===== config.mk =====
export PLATFORM = sky130hd
export DESIGN_NAME = dplca_txop_claim_tracker_flat
export DESIGN_NICKNAME = d
export VERILOG_FILES = /design/src/rtl/dplca_txop_claim_tracker_pkg.sv /design/src/rtl/dplca_txop_claim_tracker_if.sv /design/src/rtl/dplca_age_counter.sv /design/src/rtl/dplca_txop_claim_tracker.sv /design/src/flat_wrapper.sv
export SDC_FILE = /design/constraint.sdc
export NUM_CORES = 1
export LEC_CHECK = 0
export ABC_CLOCK_PERIOD_IN_PS = 7800
export BUFFER_PORTS_ARGS = -buffer_cell sky130_fd_sc_hd__buf_4
export CAP_MARGIN = 0
export CORE_MARGIN = 1
export CORE_UTILIZATION = 63
export DETAILED_ROUTE_END_ITERATION = 8
export GPL_TIMING_DRIVEN = 0
export PLACE_DENSITY = 0.86
export SETUP_SLACK_MARGIN = 0.05
export SLEW_MARGIN = 40
export SYNTH_ARGS = -nofsm -noshare
export SYNTH_HDL_FRONTEND = slang
export SYNTH_SLANG_ARGS = --single-unit

===== constraint.sdc =====
create_clock -name clk -period 7.8 [get_ports clk]
set_input_delay 0.39 -clock clk [delete_from_list [all_inputs] [get_ports clk]]
set_output_delay 0.39 -clock clk [all_outputs]
set_load 0.02 [all_outputs]

===== src/rtl/dplca_txop_claim_tracker_pkg.sv =====
// Shared 802.3da DPLCA encodings: PLCA rx_cmd values and the
// claim-tracker state codes.
package dplca_txop_claim_tracker_pkg;

   typedef enum logic [1:0] {
      CMD_BEACON = 2'b00,
      CMD_COMMIT = 2'b01,
      CMD_NONE   = 2'b10
   } rx_cmd_e;

   typedef enum logic [2:0] {
      ST_IDLE,
      ST_SYNC,
      ST_TRACK,
      ST_TXOP_DONE,
      ST_AGE
   } state_e;

   localparam int ID_W = 8;

endpackage


===== src/rtl/dplca_txop_claim_tracker_if.sv =====
// Bundle between the PLCA observer side (master) and the
// TXOP claim tracker (slave).
interface dplca_txop_claim_tracker_if #(
   parameter int AGE_W  = 16,
   parameter int MAX_ID = 255
);
   logic             plca_reset;
   logic             dplca_aging;
   logic [AGE_W-1:0] aging_cycles;
   logic [1:0]       rx_cmd;
   logic [7:0]       cur_id;
   logic [7:0]       plca_node_count;
   logic             txop_end;
   logic             rx_activity;
   logic             tx_activity;
   logic             dplca_txop_table_upd;
   logic             dplca_new_age;
   logic [7:0]       dplca_txop_id;
   logic [7:0]       dplca_txop_node_count;
   logic [MAX_ID:0]  txop_claim_table;

   modport master (
      output plca_reset, dplca_aging, aging_cycles, rx_cmd,
      output cur_id, plca_node_count, txop_end,
      output rx_activity, tx_activity,
      input  dplca_txop_table_upd, dplca_new_age,
      input  dplca_txop_id, dplca_txop_node_count,
      input  txop_claim_table
   );

   modport slave (
      input  plca_reset, dplca_aging, aging_cycles, rx_cmd,
      input  cur_id, plca_node_count, txop_end,
      input  rx_activity, tx_activity,
      output dplca_txop_table_upd, dplca_new_age,
      output dplca_txop_id, dplca_txop_node_count,
      output txop_claim_table
   );
endinterface


===== src/rtl/dplca_age_counter.sv =====
// BEACON edge detector and saturating PLCA-cycle window counter;
// pulses age_due_o on the edge that completes an aging window.
module dplca_age_counter
   import dplca_txop_claim_tracker_pkg::*;
#(
   parameter int AGE_W = 16
) (
   input  logic             clk,
   input  logic             reset_n,
   input  logic             plca_reset_i,
   input  logic             clr_i,
   input  logic             en_i,
   input  logic [1:0]       rx_cmd_i,
   input  logic [AGE_W-1:0] aging_cycles_i,
   output logic             beacon_edge_o,
   output logic             age_due_o
);
   logic             prev_q;
   logic             is_beacon;
   logic [AGE_W-1:0] cnt_q;
   logic [AGE_W-1:0] cnt_d;
   logic [AGE_W-1:0] lim;
   logic [AGE_W:0]   nxt;

   always_comb begin
      is_beacon     = (rx_cmd_i == CMD_BEACON);
      beacon_edge_o = is_beacon & ~prev_q;
      lim = (aging_cycles_i == '0) ? AGE_W'(1) : aging_cycles_i;
      nxt = {1'b0, cnt_q} + (AGE_W+1)'(1);
      age_due_o = en_i & beacon_edge_o & (nxt >= {1'b0, lim});
      cnt_d = cnt_q;
      if (clr_i || age_due_o)
         cnt_d = '0;
      else if (en_i && beacon_edge_o && !(&cnt_q))
         cnt_d = cnt_q + AGE_W'(1);
   end

   always_ff @(posedge clk or negedge reset_n) begin
      if (!reset_n) begin
         prev_q <= 1'b0;
         cnt_q  <= '0;
      end else if (plca_reset_i) begin
         prev_q <= 1'b0;
         cnt_q  <= '0;
      end else begin
         prev_q <= is_beacon;
         cnt_q  <= cnt_d;
      end
   end
endmodule


===== src/rtl/dplca_txop_claim_tracker.sv =====
// DPLCA TXOP claim tracker: records claimed TO IDs per aging window
// and feeds the node-ID state machine with table/ID updates.
module dplca_txop_claim_tracker
   import dplca_txop_claim_tracker_pkg::*;
#(
   parameter int AGE_W  = 16,
   parameter int MAX_ID = 255
) (
   input logic                  clk,
   input logic                  reset_n,
   dplca_txop_claim_tracker_if.slave bus
);
   localparam int TW = MAX_ID + 1;

   state_e          st_q;
   logic [TW-1:0]   work_q, work_d;
   logic [TW-1:0]   aged_q, aged_d;
   logic [TW-1:0]   tbl_q, mask;
   logic            claim_q, act, claim;
   logic            run, trk, age_req, age_pend_q;
   logic            go_done, go_age;
   logic            beacon_edge, age_due;
   logic            upd_q, new_age_q;
   logic [ID_W-1:0] id_q, nc_q;

   dplca_age_counter #(.AGE_W(AGE_W)) u_age (
      .clk            (clk),
      .reset_n        (reset_n),
      .plca_reset_i   (bus.plca_reset),
      .clr_i          (!trk),
      .en_i           (trk),
      .rx_cmd_i       (bus.rx_cmd),
      .aging_cycles_i (bus.aging_cycles),
      .beacon_edge_o  (beacon_edge),
      .age_due_o      (age_due)
   );

   always_comb begin
      run   = bus.dplca_aging;
      trk   = st_q inside {ST_TRACK, ST_TXOP_DONE, ST_AGE};
      act   = bus.rx_activity | bus.tx_activity
            | (bus.rx_cmd == CMD_COMMIT);
      claim = claim_q | act;
      age_req = age_due | age_pend_q;
      go_done = run && st_q == ST_TRACK && bus.txop_end;
      // TXOP close wins; a coincident window end ages one clk later
      go_age  = run && age_req
             && ((st_q == ST_TRACK && !bus.txop_end)
             ||  st_q == ST_TXOP_DONE);
      // IDs beyond the table shift out, so they never write a bit
      mask   = (go_done && claim) ? (TW'(1) << bus.cur_id) : '0;
      work_d = go_age ? '0 : (work_q | mask);
      aged_d = go_age ? work_q : aged_q;
   end

   always_ff @(posedge clk or negedge reset_n) begin
      if (!reset_n) begin
         st_q       <= ST_IDLE;
         work_q     <= '0;
         aged_q     <= '0;
         tbl_q      <= '0;
         claim_q    <= 1'b0;
         age_pend_q <= 1'b0;
         upd_q      <= 1'b0;
         new_age_q  <= 1'b0;
         id_q       <= '0;
         nc_q       <= '0;
      end else if (bus.plca_reset) begin
         st_q       <= ST_IDLE;
         work_q     <= '0;
         aged_q     <= '0;
         tbl_q      <= '0;
         claim_q    <= 1'b0;
         age_pend_q <= 1'b0;
         upd_q      <= 1'b0;
         new_age_q  <= 1'b0;
         id_q       <= '0;
         nc_q       <= '0;
      end else begin
         work_q     <= work_d;
         aged_q     <= aged_d;
         tbl_q      <= work_d | aged_d;
         upd_q      <= go_done;
         new_age_q  <= go_age;
         age_pend_q <= run & trk & age_req & ~go_age;
         if (go_done) begin
            id_q <= bus.cur_id;
            nc_q <= bus.plca_node_count;
         end
         if (!run) begin
            st_q    <= ST_IDLE;
            claim_q <= 1'b0;
         end else begin
            unique case (st_q)
               ST_IDLE: begin
                  st_q    <= ST_SYNC;
                  claim_q <= 1'b0;
               end
               ST_SYNC: begin
                  if (beacon_edge) st_q <= ST_TRACK;
                  claim_q <= 1'b0;
               end
               ST_TRACK: begin
                  claim_q <= claim & ~bus.txop_end;
                  if (bus.txop_end) st_q <= ST_TXOP_DONE;
                  else if (age_req) st_q <= ST_AGE;
               end
               ST_TXOP_DONE: begin
                  claim_q <= act;
                  st_q    <= age_req ? ST_AGE : ST_TRACK;
               end
               ST_AGE: begin
                  claim_q <= claim;
                  st_q    <= ST_TRACK;
               end
               default: st_q <= ST_IDLE;
            endcase
         end
      end
   end

   assign bus.dplca_txop_table_upd  = upd_q;
   assign bus.dplca_new_age         = new_age_q;
   assign bus.dplca_txop_id         = id_q;
   assign bus.dplca_txop_node_count = nc_q;
   assign bus.txop_claim_table      = tbl_q;
endmodule


===== src/flat_wrapper.sv =====
// flat-port wrapper written by rule: the top's interface ports become plain ports
module dplca_txop_claim_tracker_flat import dplca_txop_claim_tracker_pkg::*;
#(
   parameter int AGE_W  = 16,
   parameter int MAX_ID = 255
)
  (clk, reset_n, bus_plca_reset, bus_dplca_aging, bus_aging_cycles, bus_rx_cmd, bus_cur_id, bus_plca_node_count, bus_txop_end, bus_rx_activity, bus_tx_activity, bus_dplca_txop_table_upd, bus_dplca_new_age, bus_dplca_txop_id, bus_dplca_txop_node_count, bus_txop_claim_table);
  dplca_txop_claim_tracker_if #(.AGE_W(AGE_W), .MAX_ID(MAX_ID)) bus_i ();
  input logic clk;
  input logic reset_n;
  input wire logic [$bits(bus_i.plca_reset)-1:0] bus_plca_reset;
  input wire logic [$bits(bus_i.dplca_aging)-1:0] bus_dplca_aging;
  input wire logic [$bits(bus_i.aging_cycles)-1:0] bus_aging_cycles;
  input wire logic [$bits(bus_i.rx_cmd)-1:0] bus_rx_cmd;
  input wire logic [$bits(bus_i.cur_id)-1:0] bus_cur_id;
  input wire logic [$bits(bus_i.plca_node_count)-1:0] bus_plca_node_count;
  input wire logic [$bits(bus_i.txop_end)-1:0] bus_txop_end;
  input wire logic [$bits(bus_i.rx_activity)-1:0] bus_rx_activity;
  input wire logic [$bits(bus_i.tx_activity)-1:0] bus_tx_activity;
  output wire logic [$bits(bus_i.dplca_txop_table_upd)-1:0] bus_dplca_txop_table_upd;
  output wire logic [$bits(bus_i.dplca_new_age)-1:0] bus_dplca_new_age;
  output wire logic [$bits(bus_i.dplca_txop_id)-1:0] bus_dplca_txop_id;
  output wire logic [$bits(bus_i.dplca_txop_node_count)-1:0] bus_dplca_txop_node_count;
  output wire logic [$bits(bus_i.txop_claim_table)-1:0] bus_txop_claim_table;
  assign bus_i.plca_reset = bus_plca_reset;
  assign bus_i.dplca_aging = bus_dplca_aging;
  assign bus_i.aging_cycles = bus_aging_cycles;
  assign bus_i.rx_cmd = bus_rx_cmd;
  assign bus_i.cur_id = bus_cur_id;
  assign bus_i.plca_node_count = bus_plca_node_count;
  assign bus_i.txop_end = bus_txop_end;
  assign bus_i.rx_activity = bus_rx_activity;
  assign bus_i.tx_activity = bus_tx_activity;
  assign bus_dplca_txop_table_upd = bus_i.dplca_txop_table_upd;
  assign bus_dplca_new_age = bus_i.dplca_new_age;
  assign bus_dplca_txop_id = bus_i.dplca_txop_id;
  assign bus_dplca_txop_node_count = bus_i.dplca_txop_node_count;
  assign bus_txop_claim_table = bus_i.txop_claim_table;
  dplca_txop_claim_tracker #(.AGE_W(AGE_W), .MAX_ID(MAX_ID)) u_core (.clk(clk), .reset_n(reset_n), .bus(bus_i));
endmodule

After elaboration in Yosys (flattened, before gate mapping)
Cells that the tools add are included.
- bits in registers: 808
- input port bits: 41
- output and inout port bits: 274
- word-level logic and storage cells: 90
- add/sub/neg operators: 2
- $lt $le $gt $ge: 1
- eq/ne operators: 8
- shift operators: 1
- muxes and demuxes: 28
- bitwise logic cells: 16
- reduce and logical (&&, ||, !) cells: 22
- operators by type and width (operator ; count):
    $mux 256 ; 6
    $or 256x256->256 ; 2
    $shl 1x8->256 const A ; 1
    $mux 16 ; 4
    $mux 8 ; 4
    $mux 3 ; 6
    $add 16x1->17 const B ; 1
    $ge 17x16->1 ; 1
    $add 16x1->16 const B ; 1
    $logic_not 16->1 ; 1
    $reduce_and 16->1 ; 1
    $pmux 3 s5 ; 1
    $logic_and 1x1->1 ; 8
    $and 1x1->1 ; 7
    $eq 3x2->1 const B ; 2
    $mux 1 ; 6
    $ne 6x3->1 const B ; 1
    $reduce_bool 3->1 ; 2
    $ne 5x4->1 const B ; 1
    $ne 4x3->1 const B ; 1
    $or 1x1->1 ; 4
    $pmux 1 s4 ; 1
    $eq 3x1->1 const B ; 1
    $eq 3x3->1 const B ; 1
    other kinds (9) ; 14

Depth between registers and ports, before layout
Gate-level depths: netlist of the first run.
- depth in word-level cells: 10
- mapped depth: 16
- gate-level depth less buffers: 13

Modules after synthesis
Synthesis of the first run repeated with hierarchy kept, for this count alone.
- cells, all modules: 2938
- area total of the unflattened synthesis: 32884.0 sq um
- by module, submodules not included (module ; times used ; cells an instance ; area an instance (sq um) ; sequential area each (sq um)):
    dplca_txop_claim_tracker ; 1 ; 2761 ; 31356.3 ; 19794.0
    dplca_age_counter ; 1 ; 177 ; 1527.7 ; 425.4

Least setup slack after synthesis of the first run
Ideal clock, no wire load.
- path kind: reg-to-reg
- start point: register u_core.u_age.cnt_q[0]
- end point: register u_core.tbl_q[224], in the netlist u_core.bus.txop_claim_table[224]
- library setup time: 0.078 ns
- arrival: 3.481 ns
- required time: 7.722 ns
- setup slack: 4.241 ns
- cell stages (with the launch flop): 17
- buffers on the path: 3
- period minus slack after synthesis: 3.559 ns
- cell sequence: dfrtp_1 -> ha_1 -> nand3_2 -> nor3_1 -> and3_1 -> nand3_1 -> xnor2_1 -> ha_1 -> a21o_1 -> a21o_1 -> a211oi_1 -> o211a_2 -> o21a_1 -> buf_2 -> buf_2 -> buf_2 -> o2bb2ai_1
- longest elaborated chain between the ends: 9
- elaborated cells on any way between the ends: 10
- classes of those cells: add/sub (1); order compare (1); mux (3); bitwise (3); reduce/logical (2)
- RTL lines (element ; RTL line ; source):
    start: declaration ; dplca_age_counter.sv:20 ; logic [AGE_W-1:0] cnt_q;
    start signal: assignment ; dplca_age_counter.sv:47 ; cnt_q <= cnt_d;
    $add 16x1->17 (*) ; dplca_age_counter.sv:29 ; nxt = {1'b0, cnt_q} + (AGE_W+1)'(1);
    $ge 17x16->1 (*) ; dplca_age_counter.sv:30 ; age_due_o = en_i & beacon_edge_o & (nxt >= {1'b0, lim});
    $and 1x1->1 (*) ; dplca_age_counter.sv:30 ;
    $or 1x1->1 (*) ; dplca_txop_claim_tracker.sv:44 ; age_req = age_due | age_pend_q;
    $logic_and 1x1->1 (*) ; dplca_txop_claim_tracker.sv:47 ; go_age = run && age_req
    $logic_and 1x1->1 (*) ; dplca_txop_claim_tracker.sv:48 ; && ((st_q == ST_TRACK && !bus.txop_end)
    $mux 256, on equally long branches ; dplca_txop_claim_tracker.sv:52, dplca_txop_claim_tracker.sv:53 ;
    $or 256x256->256 (*) ; dplca_txop_claim_tracker.sv:82 ; tbl_q <= work_d | aged_d;
    $mux 256 (*) ; dplca_txop_claim_tracker.sv:68 ; end else if (bus.plca_reset) begin
    end signal: assignment ; dplca_txop_claim_tracker.sv:82 ;
    end: declaration ; dplca_txop_claim_tracker.sv:18 ; logic [TW-1:0] tbl_q, mask;
Every way passes the cells marked *; elsewhere a longest branch is shown, timed or not.
A chain may end at the register's enable or synchronous reset.

Worst setup path after layout of the first run
- start point: register u_core.u_age.cnt_q[0]
- end point: register u_core.work_q[136]
- longest elaborated chain between the ends: 8
- RTL lines (element ; RTL line ; source):
    $add 16x1->17 ; dplca_age_counter.sv:29 ;
    $ge 17x16->1 ; dplca_age_counter.sv:30 ;
    $and 1x1->1 ; dplca_age_counter.sv:30 ;
    $or 1x1->1 ; dplca_txop_claim_tracker.sv:44 ;
    $logic_and 1x1->1 ; dplca_txop_claim_tracker.sv:47 ;
    $logic_and 1x1->1 ; dplca_txop_claim_tracker.sv:48 ;
    $mux 256 ; dplca_txop_claim_tracker.sv:52 ; work_d = go_age ? '0 : (work_q | mask);
    $mux 256 ; dplca_txop_claim_tracker.sv:68 ;
    end signal: assignment ; dplca_txop_claim_tracker.sv:80 ; work_q <= work_d;
    end: declaration ; dplca_txop_claim_tracker.sv:16 ; logic [TW-1:0] work_q, work_d;
No other way between the ends.

==> flow_summary.yaml, run 1 <==
grt:
  grt_max_degree: 125
  grt_pass1_wl_um: 144000
  grt_pass1_vias: 24600
  antenna_found_initial: 0
  grt_usage_pct: 38.2
  overflow: 0
cts:
  numCtsBuffers: 78
  clock-sinks: 808
  clock_latency_ns: 0.63
  cts_tree: "done"
  cts-root-buf: "clkbuf_16"
  clockBufferDepth: 3
  ctsHtreeMaxLevel: 3
  cts_setup_buffers: 0
  clk_pin_slew_ns: 0.06
pwr:
  powerDensity_nw_per_um2: 236
  leakagePower_nw: 17.7
  ir_drop_uv: 212
placement:
  numPortBuffers: 311
  gp_congestion: 0.919
  hpwl_um: 60100
  dp_slack_ns: 3.13
timing:
  period_needed_ns: 4.86
  rsz0062_at_grt: "false"
  max_slew_margin_pct: 35.7
  setup_viol_count_final: 0
  slew_violations: 0
  fin_tns_setup_ns: 0
  setup_slack_ns: 2.94
  min_period_over_period_pct: 62.3
  timing.fmax_ghz: 0.206
  skew_ns: 0.0286
  tightest_slew_ns: 0.961
  final_hold_viol_count: 0
die:
  rows: 80
  num_io_pins: 315
  start_util_pct: 63.8
  die_h_um: 222
  die_w_um: 222
  core_um2: 47600
  die_area_um2: 49100
yosys:
  syn_inst: 2467
  syn_nets: 2525
  yosys-top-cells-area: "dfrtp_1 67%, a22o_1 7.8%, o2bb2ai_1 5.5%"
  synthArstFlopShare_pct: 100
  synth_top_area_cell: "dfrtp_1"
  synth_top_area_share_pct: 66.5
  yosysMostFrequentCell: "dfrtp_1"
  synth_cell_types: 48
  syn_area_per_cell_um2: 12.3
  ys_seq_area_share_pct: 66.5
  synth_common_cells: "808 x dfrtp_1, 293 x nor2_1, 272 x a22o_1"
  synth-edff-count: 0
  synth-main-ff-cell: "dfrtp_1"
  synth_area_um2: 30400
  yosysWarnings: 0
  ys_seq_elements: 808
drt:
  via_per_inst: 6.85
  drtIter0Drc: 3138
  via_count: 24300
  first_pass_iters: 6
  ant_nets: 0
  drc: 0
  drt-total-wl_um: 93700
  wl_per_cell_um: 26.4
critical_path:
  end_kind: "flop"
  crit_type: "reg -> reg"
  ff2ff_path_depth: 13
  critPathLaunchType: "flop"
  worstPathArrival_ns: 5.35
  path_max_fanout: 10
  critPathRequiredTime_ns: 8.29
cells_and_area:
  syn_to_final_growth_pct: 20.5
  nets: 2928
  drive_above_1_share_pct: 20.6
min_path:
  whs_path_depth: 2
  hp-class: "in -> reg"
flow_run:
  maxCapViolCount: 0
run_status:
  status: "finished, final reports clean"
==> path summary, 6_finish.rpt <==
path / endpoint / slack, ns / startpoint
setup / recovery: u_core.work_q[136]$_DFF_PN0_ / 2.94 / u_core.u_age.cnt_q[0]$_DFFE_PN0P_
hold / removal: u_core.bus.dplca_txop_node_count[7]$_DFFE_PN0P_ / 0.01 / bus_plca_node_count[7]
setup reg to reg: u_core.work_q[136]$_DFF_PN0_ / 2.94 / u_core.u_age.cnt_q[0]$_DFFE_PN0P_
hold reg to reg: u_core.bus.txop_claim_table[115]$_DFF_PN0_ / 0.49 / u_core.aged_q[115]$_DFF_PN0_
max in group asynchronous: u_core.u_age.cnt_q[5]$_DFFE_PN0P_ / 5.45 / reset_n
min in group asynchronous: u_core.bus.txop_claim_table[100]$_DFF_PN0_ / 0.34 / reset_n
==> cell usage in the layout (no fill, tap or decap), types with 3 or more instances in the layout <==
cell | Yosys | layout
xnor2_1 | 12 | 12
a211oi_1 | 51 | 51
clkinv_2 | 0 | 17
dlygate4sd3_1 | 0 | 5
dfrtp_1 | 808 | 808
and3_1 | 6 | 6
a221oi_1 | 16 | 16
ha_1 | 17 | 17
nor2_1 | 293 | 283
nand4_1 | 9 | 9
nor3_1 | 36 | 32
clkbuf_16 | 0 | 82
xor2_1 | 16 | 16
buf_4 | 4 | 314
or2_2 | 3 | 3
o2bb2ai_1 | 191 | 191
clkbuf_1 | 77 | 90
nor2b_1 | 4 | 4
a311oi_1 | 32 | 32
o21ai_0 | 7 | 7
a22o_1 | 272 | 272
clkbuf_8 | 0 | 7
nor4_1 | 23 | 23
nor2_2 | 0 | 10
nand2_1 | 42 | 42
inv_1 | 69 | 69
a21oi_1 | 265 | 265
nand2b_1 | 9 | 9
buf_16 | 0 | 8
nor3_2 | 1 | 5
nand3_1 | 50 | 50
bufinv_16 | 0 | 15
inv_6 | 0 | 3
buf_6 | 3 | 3
buf_2 | 126 | 126
==> cell type report <==
cell class / instances / area (um^2)
antenna: 1 / 2.50
buffer: 210 / 986
clock buffer: 104 / 2200
clock inverter: 39 / 602
fill: 2783 / 11000
inverter: 69 / 259
multi-input combinational: 1380 / 8990
sequential: 808 / 20200
tap: 615 / 769
timing repair buffer: 323 / 2600
==> per-stage QoR <==
stage	utilization, %	total power [W]	hold WS [ns]	cell area (um^2)	instances
after CTS	76.8	0.00864	0.000261	36600	3548
after global routing	76.9	0.00882	0.0183	36600	3548
final	76.9	0.00864	0.0133	36600	3549
after floorplan	-	0.00438	0.0944	30400	2467
after detailed placement	70.8	0.00456	0.340	33700	3400
after global placement	70.3	0.00454	0.469	33500	3393
==> kinds of logic after synthesis <==
logic type / after synthesis / synth area share [%]
adder cells (fa/ha/maj): 17 / 0.700
flip-flops: 808 / 66.5
AO/OA/AOI/OAI: 848 / 20.9
buffers and inverters: 279 / 4.09
AND/OR/NAND/NOR: 487 / 6.98
XOR/XNOR: 28 / 0.807
==> critical path, cell delays in order, from the launching register on <==
cell      delay (ns)
dfrtp_1         0.45
nand3_1         0.19
nor4_1          0.70
nand3_1         0.30
nor2_1          0.19
xor2_1          0.08
ha_1            0.28
nand3_1         0.12
or2_2           0.34
o211a_2         0.31
o21ai_1         0.49
clkbuf_1        0.71
buf_2           0.43
nor2_1          0.12
==> timing repair <==
action                                 4_1_cts  5_1_grt
resized for setup                            0        0
hold buffers                                 5        0
endpoints found under the hold margin       87        0
==> metal layers <==
layer  track usage (%)  vias to the layer above  share of wire (%)
li1                  -                     9771                  -
met1              50.3                    12400                 37
met2              59.1                     1765                 47
met3              9.41                      392                 10
met4              20.7                        0                5.4
met5                 0                        -                  0
==> report_power, final <==
group	internal [W]	total [W]	switching (W)	leakage (nW)
clock network	0.00250	0.00414	0.00165	1.38
registers	0.00419	0.00419	0.00000101	11.3
logic	0.0000564	0.000303	0.000246	5.03
total	0.00674	0.00864	0.00189	17.7
==> sequential cells by signal, summed over array words and instances, names as in the netlist <==
| register | flops |
|---|---|
| u_core.u_age.prev_q | 1 |
| u_core.u_age.cnt_q | 16 |
| u_core.bus.txop_claim_table | 256 |
| u_core.bus.dplca_txop_node_count | 8 |
| u_core.aged_q | 256 |
| u_core.bus.dplca_txop_id | 8 |
| u_core.claim_q | 1 |
| u_core.work_q | 256 |
| u_core.bus.dplca_txop_table_upd | 1 |
| u_core.age_pend_q | 1 |
| u_core.st_q | 3 |
| u_core.bus.dplca_new_age | 1 |
No activity file was read; power rests on OpenSTA's default activity.
==> run 2, diff against run 1 <==
- ABC_CLOCK_PERIOD_IN_PS: 7800 -> 4450
- CORE_UTILIZATION: 63 -> 53
- PLACE_DENSITY: 0.86 -> 0.78
- clock period: 7.8 -> 4.45 ns (I/O delays scaled with it)
==> run 2 against run 1 <==
Setup slack lost 2.8 ns. Sequential power grew 75%. Cell count grew 4.5%. First-iteration DRC count shrank 18%. Critical endpoint is now u_core.bus.txop_claim_table[190]$_DFF_PN0_. Clock skew grew 0.0072 ns. Utilization shrank 11 points.
==> flow_summary.yaml, run 2 (synthesized netlist as in run 1, its figures left out) <==
grt:
  grt_pass1_wl_um: 139000
  grt_usage_pct: 31.6
  overflow: 0
  grt_max_degree: 122
  grt_pass1_vias: 23400
  antenna_found_initial: 3
min_path:
  min_from: "bus_rx_cmd[0]"
  hp-class: "in -> reg"
  whs_endpoint: "u_core.u_age.cnt_q[0]$_DFFE_PN0P_"
  whs_path_depth: 3
cells_and_area:
  final_common_cell: "dfrtp_1"
  drive_above_1_share_pct: 21.4
  syn_to_final_growth_pct: 22.3
  final_cell_mix: "808 x dfrtp_1, 314 x buf_4, 280 x nor2_1, 272 x a22o_1, 265 x a21oi_1"
  fin_cells: 3709
  fillCellCount: 4028
  nets: 2944
  antenna_cells: 0
critical_path:
  path_buf_inv: 2
  slowest_delay_ns: 0.50
  cp-startpoint: "u_core.u_age.cnt_q[0]$_DFFE_PN0P_"
  crit_type: "reg -> reg"
  critPathRequiredTime_ns: 4.90
  r2r-start: "u_core.u_age.cnt_q[0]$_DFFE_PN0P_"
  path_cells: "ha_1 -> nand3_2 -> nor3_4 -> and3_1 -> nand3_1 -> xnor2_1 -> ha_1 -> a21o_1 -> a21o_1 -> a211oi_4 -> o2111a_1 -> nor3_2 -> buf_2 -> buf_2 -> a211oi_1"
  cp_slowest_cell: "a211oi_1"
  critPathLaunchType: "flop"
  end_kind: "flop"
  path_max_fanout: 10
  r2r-end: "u_core.bus.txop_claim_table[190]$_DFF_PN0_"
  r2r_setup_slack_ns: 0.16
  ff2ff_path_depth: 15
  worstPathArrival_ns: 4.74
  cp_top_family: "compound AO/OA/AOI/OAI gates"
pwr:
  powerDensity_nw_per_um2: 412
  clkPwrFrac_pct: 48.5
  combPwrFrac_pct: 3.5
  power_frac_seq_pct: 48.0
  ir_drop_uv: 325
  power.total_w: 0.0153
  swShare_pct: 22.3
  intPower_w: 0.0119
  p_switching_w: 0.00342
  leakagePower_nw: 17.9
cts:
  ctsHtreeMaxLevel: 3
  cts_tree: "done"
  clock_latency_ns: 0.64
  cts_setup_buffers: 0
  clock-sinks: 808
  numCtsBuffers: 82
  clockBufferDepth: 3
  cts-root-buf: "clkbuf_16"
  clk_pin_slew_ns: 0.06
drt:
  wl_per_cell_um: 24.5
  drt-total-wl_um: 91000
  via_count: 23500
  drtIter0Drc: 2587
  drc: 0
  first_pass_iters: 5
  via_per_inst: 6.32
  ant_nets: 0
timing:
  tightest_slew_ns: 0.949
  min_period_over_period_pct: 96.4
  period_needed_ns: 4.29
  max_slew_margin_pct: 36.5
  setup_viol_count_final: 0
  slew_violations: 0
  hold_slack_ns: 0.0198
  rsz0062_at_grt: "true"
  final_hold_viol_count: 0
  timing.fmax_ghz: 0.233
  skew_ns: 0.0358
  fin_tns_setup_ns: 0
run_status:
  status: "finished, final reports clean"
die:
  start_util_pct: 53.8
  die_area_um2: 58300
  core_um2: 56500
  die_w_um: 241
  num_io_pins: 315
  die_h_um: 241
  rows: 87
placement:
  hpwl_um: 61200
  dpl.cell_count: 3541
  gp_congestion: 0.905
  numPortBuffers: 311
flow_run:
  maxCapViolCount: 0
==> run 2: changes by cell type in the layout (fill, tap and decap cells not counted), sizes merged, moves of 2 or more <==
cell         change
bufinv           -2
clkbuf           +7
buf              -5
clkinvlp         +7
dlygate4sd3     +12
==> run 2: worst register-to-register path: cells and delay by family, from the launching register on <==
kind / cells / cell delay (ns)
AOI/OAI and AO/OA: 5 / 1.51
and+or+nand+nor: 5 / 1.00
adders and majority gates: 2 / 0.55
buffers and inverters: 2 / 0.46
DFF: 1 / 0.44
xor gates and xnor gates: 1 / 0.16
==> run 2: worst max path at each step <==
stage | end | slack [ns] | depth (start not counted)
6_report | u_core.bus.txop_claim_table[190]$_DFF_PN0_ | 0.16 | 15
5_1_grt | u_core.bus.txop_claim_table[190]$_DFF_PN0_ | -0.04 | 15
4_1_cts | u_core.bus.txop_claim_table[168]$_DFF_PN0_ | 0.10 | 16
3_5_place_dp | u_core.work_q[134]$_DFF_PN0_ | -0.19 | 13
3_3_place_gp | u_core.bus.txop_claim_table[85]$_DFF_PN0_ | -5.30 | 1
2_1_floorplan | u_core.bus.txop_claim_table[224]$_DFF_PN0_ | 0.89 | 16
==> run 2: power by group through the flow <==
stage	registers (W)	clock network [W]	logic [W]
4_1_cts	0.00735	0.00749	0.000527
3_5_place_dp	0.00748	0	0.000513
2_1_floorplan	0.00749	0	0.000191
5_1_grt	0.00734	0.00780	0.000583
6_report	0.00735	0.00744	0.000535
3_3_place_gp	0.00749	0	0.000472
==> run 2: area by class of cell <==
type	instances	area, um^2	area share, %
flip-flops and latches	808	20200	54.4
multi-input cells	1380	9080	24.4
repair buffers	335	2720	7.31
clock buffers	106	2300	6.20
plain buffers	210	1010	2.71
well taps	756	946	2.54
clock inverters	45	643	1.73
inverters	69	259	0.697
==> run 2: per-stage QoR <==
step           instance area (um^2)  worst slack (ns)  util, %
6_report                      37200             0.158     65.8
5_1_grt                       37200           -0.0409     65.8
4_1_cts                       37100             0.100     65.6
3_5_place_dp                  33900            -0.192     60.1
3_3_place_gp                  33700             -5.30     59.6
2_1_floorplan                 30400             0.891        -
==> run 2: what timing repair did <==
item                                    in CTS  in global routing
gates resized for setup                      4                 21
hold buffers                                17                  0
hold endpoints to repair                   354                  0
pin swaps                                    0                  2
endpoints found under the setup margin     488                707
==> run 2: routing by layer <==
metal,global-route usage [%],routed length [um]
met2,48.1,42600
met5,0,18
met1,43.4,35800
met4,14.1,3620
met3,7.62,8920
==> run 3, diff against run 2 <==
- CELL_PAD_IN_SITES_DETAIL_PLACEMENT: default -> 1
- CELL_PAD_IN_SITES_GLOBAL_PLACEMENT: default -> 1
- CORE_UTILIZATION: 53 -> 43
==> run 3 against run 2 <==
Utilization is 12 points lower. Critical path depth stayed put. Sequential power hardly changed. Power is 1.2% higher. Setup slack better by 0.016 ns. Cell area is 0.85% higher. Clock power is 2% higher. Combinational power is 4.3% higher. Non-clock buffer count is 1 higher. Sequential share of layout area is 0.46 points lower. Global-route usage is 2.1 points lower. Via count is 1.1% higher. Critical endpoint is now u_core.bus.txop_claim_table[191]$_DFF_PN0_. Highest routed layer unchanged.
==> flow_summary.yaml, run 3 (synthesized netlist as in run 1, its figures left out) <==
run_status:
  status: "finished, final reports clean"
die:
  core_um2: 70000
  die_h_um: 268
  num_io_pins: 315
  die_area_um2: 71800
  rows: 97
  start_util_pct: 43.4
  die_w_um: 268
critical_path:
  worstPathArrival_ns: 4.72
  path_max_fanout: 10
  critPathLaunchType: "flop"
  critPathRequiredTime_ns: 4.89
  path_cells: "ha_2 -> nand3_4 -> nor3_4 -> and3_1 -> nand3_1 -> xnor2_1 -> ha_1 -> nand3_1 -> nor4_1 -> a211oi_2 -> o2111a_1 -> nor3_2 -> buf_2 -> buf_2 -> a211oi_1"
  path_buf_inv: 2
  cp_top_family: "simple AND/OR/NAND/NOR gates"
  slowest_delay_ns: 0.40
  end_kind: "flop"
  crit_type: "reg -> reg"
  cp_slowest_cell: "dfrtp_1"
pwr:
  powerDensity_nw_per_um2: 414
  leakagePower_nw: 17.9
  power.total_w: 0.0155
  ir_drop_uv: 290
cts:
  clockBufferDepth: 3
  clock-sinks: 808
  cts_tree: "done"
  clk_pin_slew_ns: 0.06
  clock_latency_ns: 0.65
  cts-root-buf: "clkbuf_16"
  numCtsBuffers: 84
  ctsHtreeMaxLevel: 3
cells_and_area:
  syn_to_final_growth_pct: 23.3
  final_common_cell: "dfrtp_1"
  regArea_um2: 20200
  fillCellCount: 7227
  drive_above_1_share_pct: 21.6
  nets: 2947
  multiInputGateArea_um2: 9100
  utilization_pct: 53.5
  final_cell_mix: "807 x dfrtp_1, 317 x buf_4, 277 x nor2_1, 272 x a22o_1, 265 x a21oi_1"
grt:
  grt_usage_pct: 29.5
  overflow: 0
  grt_max_degree: 119
  grt_pass1_wl_um: 160000
  grt_pass1_vias: 25700
  antenna_found_initial: 2
drt:
  wl_per_cell_um: 27.1
  ant_nets: 0
  via_per_inst: 6.09
  first_pass_iters: 5
  via_count: 23700
  drtIter0Drc: 2395
  drt-total-wl_um: 105000
  drc: 0
placement:
  gp_congestion: 0.874
  numPortBuffers: 311
  hpwl_um: 69600
timing:
  rsz0062_at_grt: "false"
  min_period_over_period_pct: 96.1
  skew_ns: 0.0317
  setup_viol_count_final: 0
  timing.fmax_ghz: 0.234
  max_slew_margin_pct: 39.9
  final_hold_viol_count: 0
  period_needed_ns: 4.28
  slew_violations: 0
  tightest_slew_ns: 0.894
min_path:
  hp-class: "in -> reg"
flow_run:
  maxCapViolCount: 0
[run 3: metal layers]
metal	GRT usage (%)	share of wire [%]	up-vias
met2	47.4	48	1043
li1	-	-	9806
met3	5.24	6.6	275
met5	0	0.012	-
met4	14.4	4.7	2
met1	38.8	40	12600
[run 3: layout make-up]
type	count	share of cell area, %
Sequential cell	808	53.9
Multi-Input combinational cell	1380	24.3
Timing Repair Buffer	336	7.30
Clock buffer	116	6.63
Tap cell	940	3.14
Buffer	210	2.71
Clock inverter	34	1.31
Inverter	69	0.691
Antenna cell	2	0.0133
[run 3: power breakdown]
group	switching, W	leakage [nW]	internal [W]
registers	0.00000179	11.3	0.00735
logic	0.000449	5.17	0.000108
clock network	0.00305	1.48	0.00455
total	0.00350	17.9	0.0120
[run 3: what timing repair did]
item	CTS	global route
endpoints found under the hold margin	109	0
setup buffers	0	1
setup endpoints to repair	741	490
pin swaps	1	3
gates cloned	0	0
resized for setup	15	14
hold buffers	17	0
[run 3: worst register-to-register path, cell delays in order, from the launching register on]
cell and delay (ns):
dfrtp_1 0.40, ha_2 0.27, nand3_4 0.16, nor3_4 0.29, and3_1 0.28, nand3_1 0.12, xnor2_1 0.16, ha_1 0.30
nand3_1 0.13, nor4_1 0.37, a211oi_2 0.16, o2111a_1 0.25, nor3_2 0.36, buf_2 0.34, buf_2 0.31, a211oi_1 0.18
[run 3: stage by stage]
| stage | setup WS, ns | instance area [um^2] | hold WS, ns | setup TNS, ns | cells |
|---|---|---|---|---|---|
| after global routing | 0.00998 | 37500 | 0.0361 | 0 | 3893 |
| after floorplan | 0.891 | 30400 | -0.0731 | 0 | 2467 |
| final | 0.174 | 37500 | 0.0256 | 0 | 3895 |
| after CTS | 0.0290 | 37400 | 0.0470 | 0 | 3892 |
| after detailed placement | -0.558 | 34200 | 0.185 | -197.80 | 3725 |
| after global placement | -5.44 | 33900 | 0.418 | -4396.91 | 3718 |
[run 3: path summary, 6_finish.rpt]
path	from	endpoint	slack, ns	cells past startpoint
hold reg to reg	u_core.work_q[164]$_DFF_PN0_	u_core.aged_q[164]$_DFF_PN0_	0.49	1
min in group asynchronous	reset_n	u_core.bus.txop_claim_table[87]$_DFF_PN0_	0.16	2
setup / recovery	u_core.u_age.cnt_q[1]$_DFFE_PN0P_	u_core.bus.txop_claim_table[191]$_DFF_PN0_	0.17	15
setup reg to reg	u_core.u_age.cnt_q[1]$_DFFE_PN0P_	u_core.bus.txop_claim_table[191]$_DFF_PN0_	0.17	15
max in group asynchronous	reset_n	u_core.bus.dplca_txop_node_count[5]$_DFFE_PN0P_	2.46	5
hold / removal	bus_rx_cmd[0]	u_core.u_age.cnt_q[0]$_DFFE_PN0P_	0.03	3
